**src/rtl/multicycle_ctrl_fsm.sv**
```systemverilog
// Control sequencer for the RV32I multicycle datapath: opcode decode, per-state datapath
// controls, immediate-type select and a req/ready handshake with timeout to shared memory.
module multicycle_ctrl_fsm #(
    parameter int MEM_TIMEOUT = 15
) (
    input  logic       clk,
    input  logic       rst_n,
    input  logic       run,
    input  logic [6:0] opcode,
    input  logic       branch_taken,
    input  logic       mem_ready,
    output logic       mem_req,
    output logic       mem_we,
    output logic       adr_src,
    output logic       ir_write,
    output logic       pc_write,
    output logic       reg_write,
    output logic [1:0] alu_src_a,
    output logic [1:0] alu_src_b,
    output logic [1:0] alu_op,
    output logic [1:0] result_src,
    output logic [2:0] imm_src,
    output logic       retire,
    output logic       trap,
    output logic [3:0] state
);

    typedef enum logic [3:0] {
        IDLE   = 4'd0,
        FETCH  = 4'd1,
        DECODE = 4'd2,
        MEMADR = 4'd3,
        MEMRD  = 4'd4,
        MEMWB  = 4'd5,
        MEMWR  = 4'd6,
        EXECR  = 4'd7,
        EXECI  = 4'd8,
        ALUWB  = 4'd9,
        BRANCH = 4'd10,
        JAL    = 4'd11,
        JALR   = 4'd12,
        UPPER  = 4'd13,
        TRAP   = 4'd15
    } state_t;

    typedef struct packed {
        logic       mem_req;
        logic       mem_we;
        logic       adr_src;
        logic       reg_write;
        logic       pc_write;
        logic [1:0] alu_src_a;
        logic [1:0] alu_src_b;
        logic [1:0] alu_op;
        logic [1:0] result_src;
        logic [2:0] imm_src;
        logic       retire;
        logic       trap;
    } ctrl_t;

    localparam logic [6:0] OP_LOAD  = 7'b0000011;
    localparam logic [6:0] OP_STORE = 7'b0100011;
    localparam logic [6:0] OP_RTYPE = 7'b0110011;
    localparam logic [6:0] OP_ITYPE = 7'b0010011;
    localparam logic [6:0] OP_BR    = 7'b1100011;
    localparam logic [6:0] OP_JAL   = 7'b1101111;
    localparam logic [6:0] OP_JALR  = 7'b1100111;
    localparam logic [6:0] OP_LUI   = 7'b0110111;
    localparam logic [6:0] OP_AUIPC = 7'b0010111;

    localparam logic [7:0] WAIT_LAST = 8'(MEM_TIMEOUT - 1);

    state_t     cur;
    state_t     nxt;
    ctrl_t      ctrl_q;
    logic [7:0] wait_cnt;

    function automatic state_t decode_target(input logic [6:0] op);
        case (op)
            OP_LOAD, OP_STORE: return MEMADR;
            OP_RTYPE:          return EXECR;
            OP_ITYPE:          return EXECI;
            OP_BR:             return BRANCH;
            OP_JAL:            return JAL;
            OP_JALR:           return JALR;
            OP_LUI, OP_AUIPC:  return UPPER;
            default:           return TRAP;
        endcase
    endfunction

    // A pending access either completes, gives up at the timeout, or keeps waiting.
    function automatic state_t mem_step(input state_t s, input logic ready,
                                        input logic [7:0] cnt, input state_t done);
        if (ready)
            return done;
        else if (cnt == WAIT_LAST)
            return TRAP;
        else
            return s;
    endfunction

    function automatic state_t next_state(input state_t s, input logic go, input logic [6:0] op,
                                          input logic ready, input logic [7:0] cnt);
        state_t boundary;
        boundary = go ? FETCH : IDLE;
        case (s)
            IDLE:                 return go ? FETCH : IDLE;
            FETCH:                return mem_step(s, ready, cnt, DECODE);
            DECODE:               return decode_target(op);
            MEMADR:               return (op == OP_STORE) ? MEMWR : MEMRD;
            MEMRD:                return mem_step(s, ready, cnt, MEMWB);
            MEMWR:                return mem_step(s, ready, cnt, boundary);
            MEMWB, ALUWB, BRANCH: return boundary;
            EXECR, EXECI, UPPER:  return ALUWB;
            JALR:                 return JAL;
            JAL:                  return ALUWB;
            default:              return TRAP;
        endcase
    endfunction

    // Moore controls for the state being entered; opcode is already in IR whenever it matters.
    function automatic ctrl_t ctrl_for(input state_t s, input logic [6:0] op);
        ctrl_t c;
        c = '0;
        case (s)
            FETCH: begin
                c.mem_req    = 1'b1;
                c.alu_src_b  = 2'b10;
                c.result_src = 2'b10;
            end
            DECODE: begin
                c.alu_src_a = 2'b01;
                c.alu_src_b = 2'b01;
            end
            MEMADR: begin
                c.alu_src_a = 2'b10;
                c.alu_src_b = 2'b01;
                c.imm_src   = (op == OP_STORE) ? 3'b001 : 3'b000;
            end
            MEMRD: begin
                c.mem_req = 1'b1;
                c.adr_src = 1'b1;
            end
            MEMWB: begin
                c.result_src = 2'b01;
                c.reg_write  = 1'b1;
                c.retire     = 1'b1;
            end
            MEMWR: begin
                c.mem_req = 1'b1;
                c.mem_we  = 1'b1;
                c.adr_src = 1'b1;
            end
            EXECR: begin
                c.alu_src_a = 2'b10;
                c.alu_op    = 2'b10;
            end
            EXECI: begin
                c.alu_src_a = 2'b10;
                c.alu_src_b = 2'b01;
                c.alu_op    = 2'b10;
            end
            ALUWB: begin
                c.reg_write = 1'b1;
                c.retire    = 1'b1;
            end
            BRANCH: begin
                c.alu_src_a = 2'b10;
                c.alu_op    = 2'b01;
                c.retire    = 1'b1;
            end
            JAL: begin
                c.pc_write  = 1'b1;
                c.alu_src_a = 2'b01;
                c.alu_src_b = 2'b10;
            end
            JALR: begin
                c.alu_src_a = 2'b10;
                c.alu_src_b = 2'b01;
            end
            UPPER: begin
                c.alu_src_a = (op == OP_LUI) ? 2'b11 : 2'b01;
                c.alu_src_b = 2'b01;
                c.imm_src   = 3'b010;
            end
            TRAP:    c.trap = 1'b1;
            default: c = '0;
        endcase
        return c;
    endfunction

    always_comb begin
        nxt = next_state(cur, run, opcode, mem_ready, wait_cnt);
    end

    always_ff @(posedge clk or negedge rst_n) begin
        if (!rst_n) begin
            cur      <= IDLE;
            ctrl_q   <= '0;
            wait_cnt <= 8'd0;
        end else begin
            cur    <= nxt;
            ctrl_q <= ctrl_for(nxt, opcode);
            // Counts only while staying in a memory state; entry and completion both clear it.
            if (nxt == cur && (cur == FETCH || cur == MEMRD || cur == MEMWR))
                wait_cnt <= wait_cnt + 8'd1;
            else
                wait_cnt <= 8'd0;
        end
    end

    assign mem_req    = ctrl_q.mem_req;
    assign mem_we     = ctrl_q.mem_we;
    assign adr_src    = ctrl_q.adr_src;
    assign reg_write  = ctrl_q.reg_write;
    assign alu_src_a  = ctrl_q.alu_src_a;
    assign alu_src_b  = ctrl_q.alu_src_b;
    assign alu_op     = ctrl_q.alu_op;
    assign result_src = ctrl_q.result_src;
    assign trap       = ctrl_q.trap;
    assign state      = cur;

    // Write strobes that depend on same-cycle handshake or comparator inputs stay combinational.
    assign ir_write = (cur == FETCH) && mem_ready;
    assign pc_write = ctrl_q.pc_write || ((cur == FETCH) && mem_ready)
                      || ((cur == BRANCH) && branch_taken);
    assign retire   = ctrl_q.retire || ((cur == MEMWR) && mem_ready);
    assign imm_src  = (cur == DECODE) ? ((opcode == OP_JAL) ? 3'b110 : 3'b101) : ctrl_q.imm_src;

endmodule

```
**config.mk**
```make
export PLATFORM = sky130hd
export DESIGN_NAME = multicycle_ctrl_fsm
export DESIGN_NICKNAME = d
export VERILOG_FILES = /design/src/rtl/multicycle_ctrl_fsm.sv
export SDC_FILE = /design/constraint.sdc
export NUM_CORES = 1
export LEC_CHECK = 0
export BUFFER_PORTS_ARGS = -buffer_cell sky130_fd_sc_hd__buf_4
export CAP_MARGIN = 0
export CORE_MARGIN = 1.5
export CORE_UTILIZATION = 34
export CTS_BUF_LIST = sky130_fd_sc_hd__clkbuf_4 sky130_fd_sc_hd__clkbuf_8
export CTS_CLUSTER_SIZE = 30
export DETAILED_ROUTE_END_ITERATION = 10
export SYNTH_ARGS = -nofsm -noshare
export SYNTH_HDL_FRONTEND = slang
export SYNTH_SLANG_ARGS = --single-unit
```
**constraint.sdc**
```tcl
create_clock -name clk -period 4.3 [get_ports clk]
set_input_delay 0.215 -clock clk [delete_from_list [all_inputs] [get_ports clk]]
set_output_delay 0.215 -clock clk [all_outputs]
set_load 0.03 [all_outputs]
```
==> results.toml <==
[yosys]
synthDistinctLibCells = 49
synth-async-reset-ratio = 1.00
syn-instance-count = 181
syn_area_um2 = 1660
synth_edf_count = 0
yosys_warnings = 0
syn_nets = 195
avgSynthCellArea_um2 = 9.15
yosysSeqAreaShare = 0.438
synth-main-ff-cell = "dfrtp_1"
ys_ff_latch = 29

[detailed_routing]
via_count = 1472
drt_iter0_markers = 107
dr.max_layer_used = "met4"
avgViaCountPerCell = 5.29
postRouteAntennaNets = 0
wl_met1_mm = 1.80
drc = 0
wl_met2_mm = 1.86
dr.pass1.iters = 4
met3WireLength_um = 186
wl_mm = 3.91
wl_per_cell_um = 14.1

[setup_path]
cp.required_ps = 4470
reg2reg_slack_ps = 1760
cp_max_fo = 12
critical-path-max-stage-delay_ps = 480
cp-start-kind = "register"
crit_path_end = "alu_src_b[0]"
reg2reg_to = "alu_src_b[0]"
startpoint = "state[1]"
r2r_cells = 6
path_class = "register to register"
cp-end-kind = "register"
r2r_start = "state[1]"
slowest_stage = "dfrtp_1"
path_cells = "and2b_1, nor2_1, o311ai_1, nand3_1, and4_1, a211o_1"
crit_arrival_ps = 2720

[clocking]
clk-insertion-delay-late_ps = 290
ctsHoldBuffers = 1
cts-htree-levels = 2
cts_root_buffer = "clkbuf_8"
cts.clk_slew.worst_paths_ps = 70
cts_resized = 0
clk_path_buf_depth = 2
cts_sinks = 29
cts_made_buffers = 5
post_cts_buffers = 0
tritoncts = "yes"

[timing]
finalCriticalPeriod_ps = 2540
drv_slew = 0
clock_skew_ps = 6.20
maxSlewHeadroom = 0.494
rsz0062_at_grt = "no"
hold_viol = 0
setup_viol = 0
timing.final.crit_share = 0.592
fin_setup_tns_ps = 0
fmax_mhz = 393
worstMarginPinSlew_ps = 755

[worst_hold_path]
hold_path_class = "input pin to register"
holdCritStartpoint = "opcode[4]"

[layout]
area_delta_synth_final_pct = 21.5
final_layout_size_suffix_gt1_frac = 0.227
final_nets = 224
n_antenna_cell = 0

[floorplanning]
floorplan.initialDensity = 0.351
io_pins = 35
die_w_um = 72.8
die_height_um = 72.8
die_area_um2 = 5300
core_area_um2 = 4720
rows = 25

[global_route]
grt_pass1_vias = 1421
grt_start_max_net_pins = 30
grt_usage = 0.166
antenna_found_initial = 0
grt_pass1_wl_mm = 6.67
overflow = 0

[outcome]
status = "completed"

[pwr]
peakVddDrop_v = 0.000226
pwr_density_cell_nw_per_um2 = 724
totalPowerFinal_mw = 1.46
leakage_nw = 0.941

[place]
place.port_buffers = 34
gp_congestion = 0.878
dp_hpwl_mm = 2.84

[job]
max_cap_violations = 0
-- layout make-up --
class / instances / area [µm²]
well taps: 67 / 83.8
clock buffers: 5 / 68.8
clock inverters: 3 / 17.5
repair buffers: 35 / 265
inverters: 9 / 33.8
multi-input cells: 130 / 817
flip-flops and latches: 29 / 726
fillers: 470 / 2710
-- Yosys cell counts, types with 4 or more instances --
cell       n  share of area
xor2_1     4          0.021
dfrtp_1   29           0.44
nor3_1    12          0.036
buf_4      8          0.036
nand2b_1   7          0.026
a211oi_1   4          0.018
nand3_1    7          0.021
clkbuf_1   4         0.0091
nand4_1    4          0.015
nand2_1   19          0.043
inv_1      8          0.018
a21oi_1    4          0.012
nor2_1    14          0.032
o21ai_0    5          0.015
-- stage by stage --
step                instances  utilization  cell area, µm²  hold slack, ps  setup slack, ps
CTS                       278        0.426            2010             325             1740
detailed placement        269        0.406            1920             164             1770
global placement          269        0.406            1920             163             1830
floorplan                 181            -            1660           -80.6             2010
finish                    278        0.426            2010             332             1760
global route              278        0.426            2010             349             1490
-- critical path: cells and delay by family, from the launching register on --
kind             cells  cell delay, ps
AND/OR/NAND/NOR      4            1230
AO/OA/AOI/OAI        2             710
flip-flops           1             480
-- sequential cells by signal (all words and copies together), names as in the netlist --
signal	count
alu_src_b	2
wait_cnt	8
result_src	2
alu_src_a	2
ctrl_q	4
adr_src	1
mem_we	1
reg_write	1
state	4
trap	1
alu_op	2
mem_req	1
-- layout by cell type (no fill, tap or decap), types with 3 or more instances in the layout --
cell type  count
a211oi_1       4
a21oi_1        4
buf_4         34
clkbuf_8       5
dfrtp_1       29
inv_1          8
nand2_1       19
nand2b_1       7
nand3_1        7
nand4_1        4
nand4b_1       3
nor2_1        14
nor2b_1        3
nor3_1        12
nor4_1         3
o21ai_0        5
xnor2_1        3
xor2_1         4
-- power by group --
part	leakage (nW)	internal (mW)	switching (mW)
clock	0.0439	0.111	0.110
sequential	0.391	0.342	0.0641
combinational	0.507	0.280	0.550
total	0.941	0.733	0.724
-- layer usage --
layer,global-route usage,vias to the layer above
li1,-,708
met1,0.204,711
met2,0.276,46
met3,0.0401,7
met4,0.0692,0
met5,0,-
-- worst min-delay path by stage --
stage	end	slack, ps	depth (start not counted)
2_1_floorplan	adr_src	-80	0
3_5_place_dp	ctrl_q[2]	160	1
6_report	ctrl_q[2]	330	3
4_1_cts	alu_src_a[0]	320	3
3_3_place_gp	ctrl_q[2]	160	1
5_1_grt	ctrl_q[2]	350	3
-- logic make-up after synthesis --
group,Yosys count,synth area share
AND/OR/NAND/NOR,88,0.291
buffers and inverters,22,0.0687
AO/OA/AOI/OAI,33,0.150
adder cells (fa/ha/maj),2,0.0151
flip-flops,29,0.438
XOR/XNOR,7,0.0370
No activity file was read; power rests on OpenSTA's default activity.
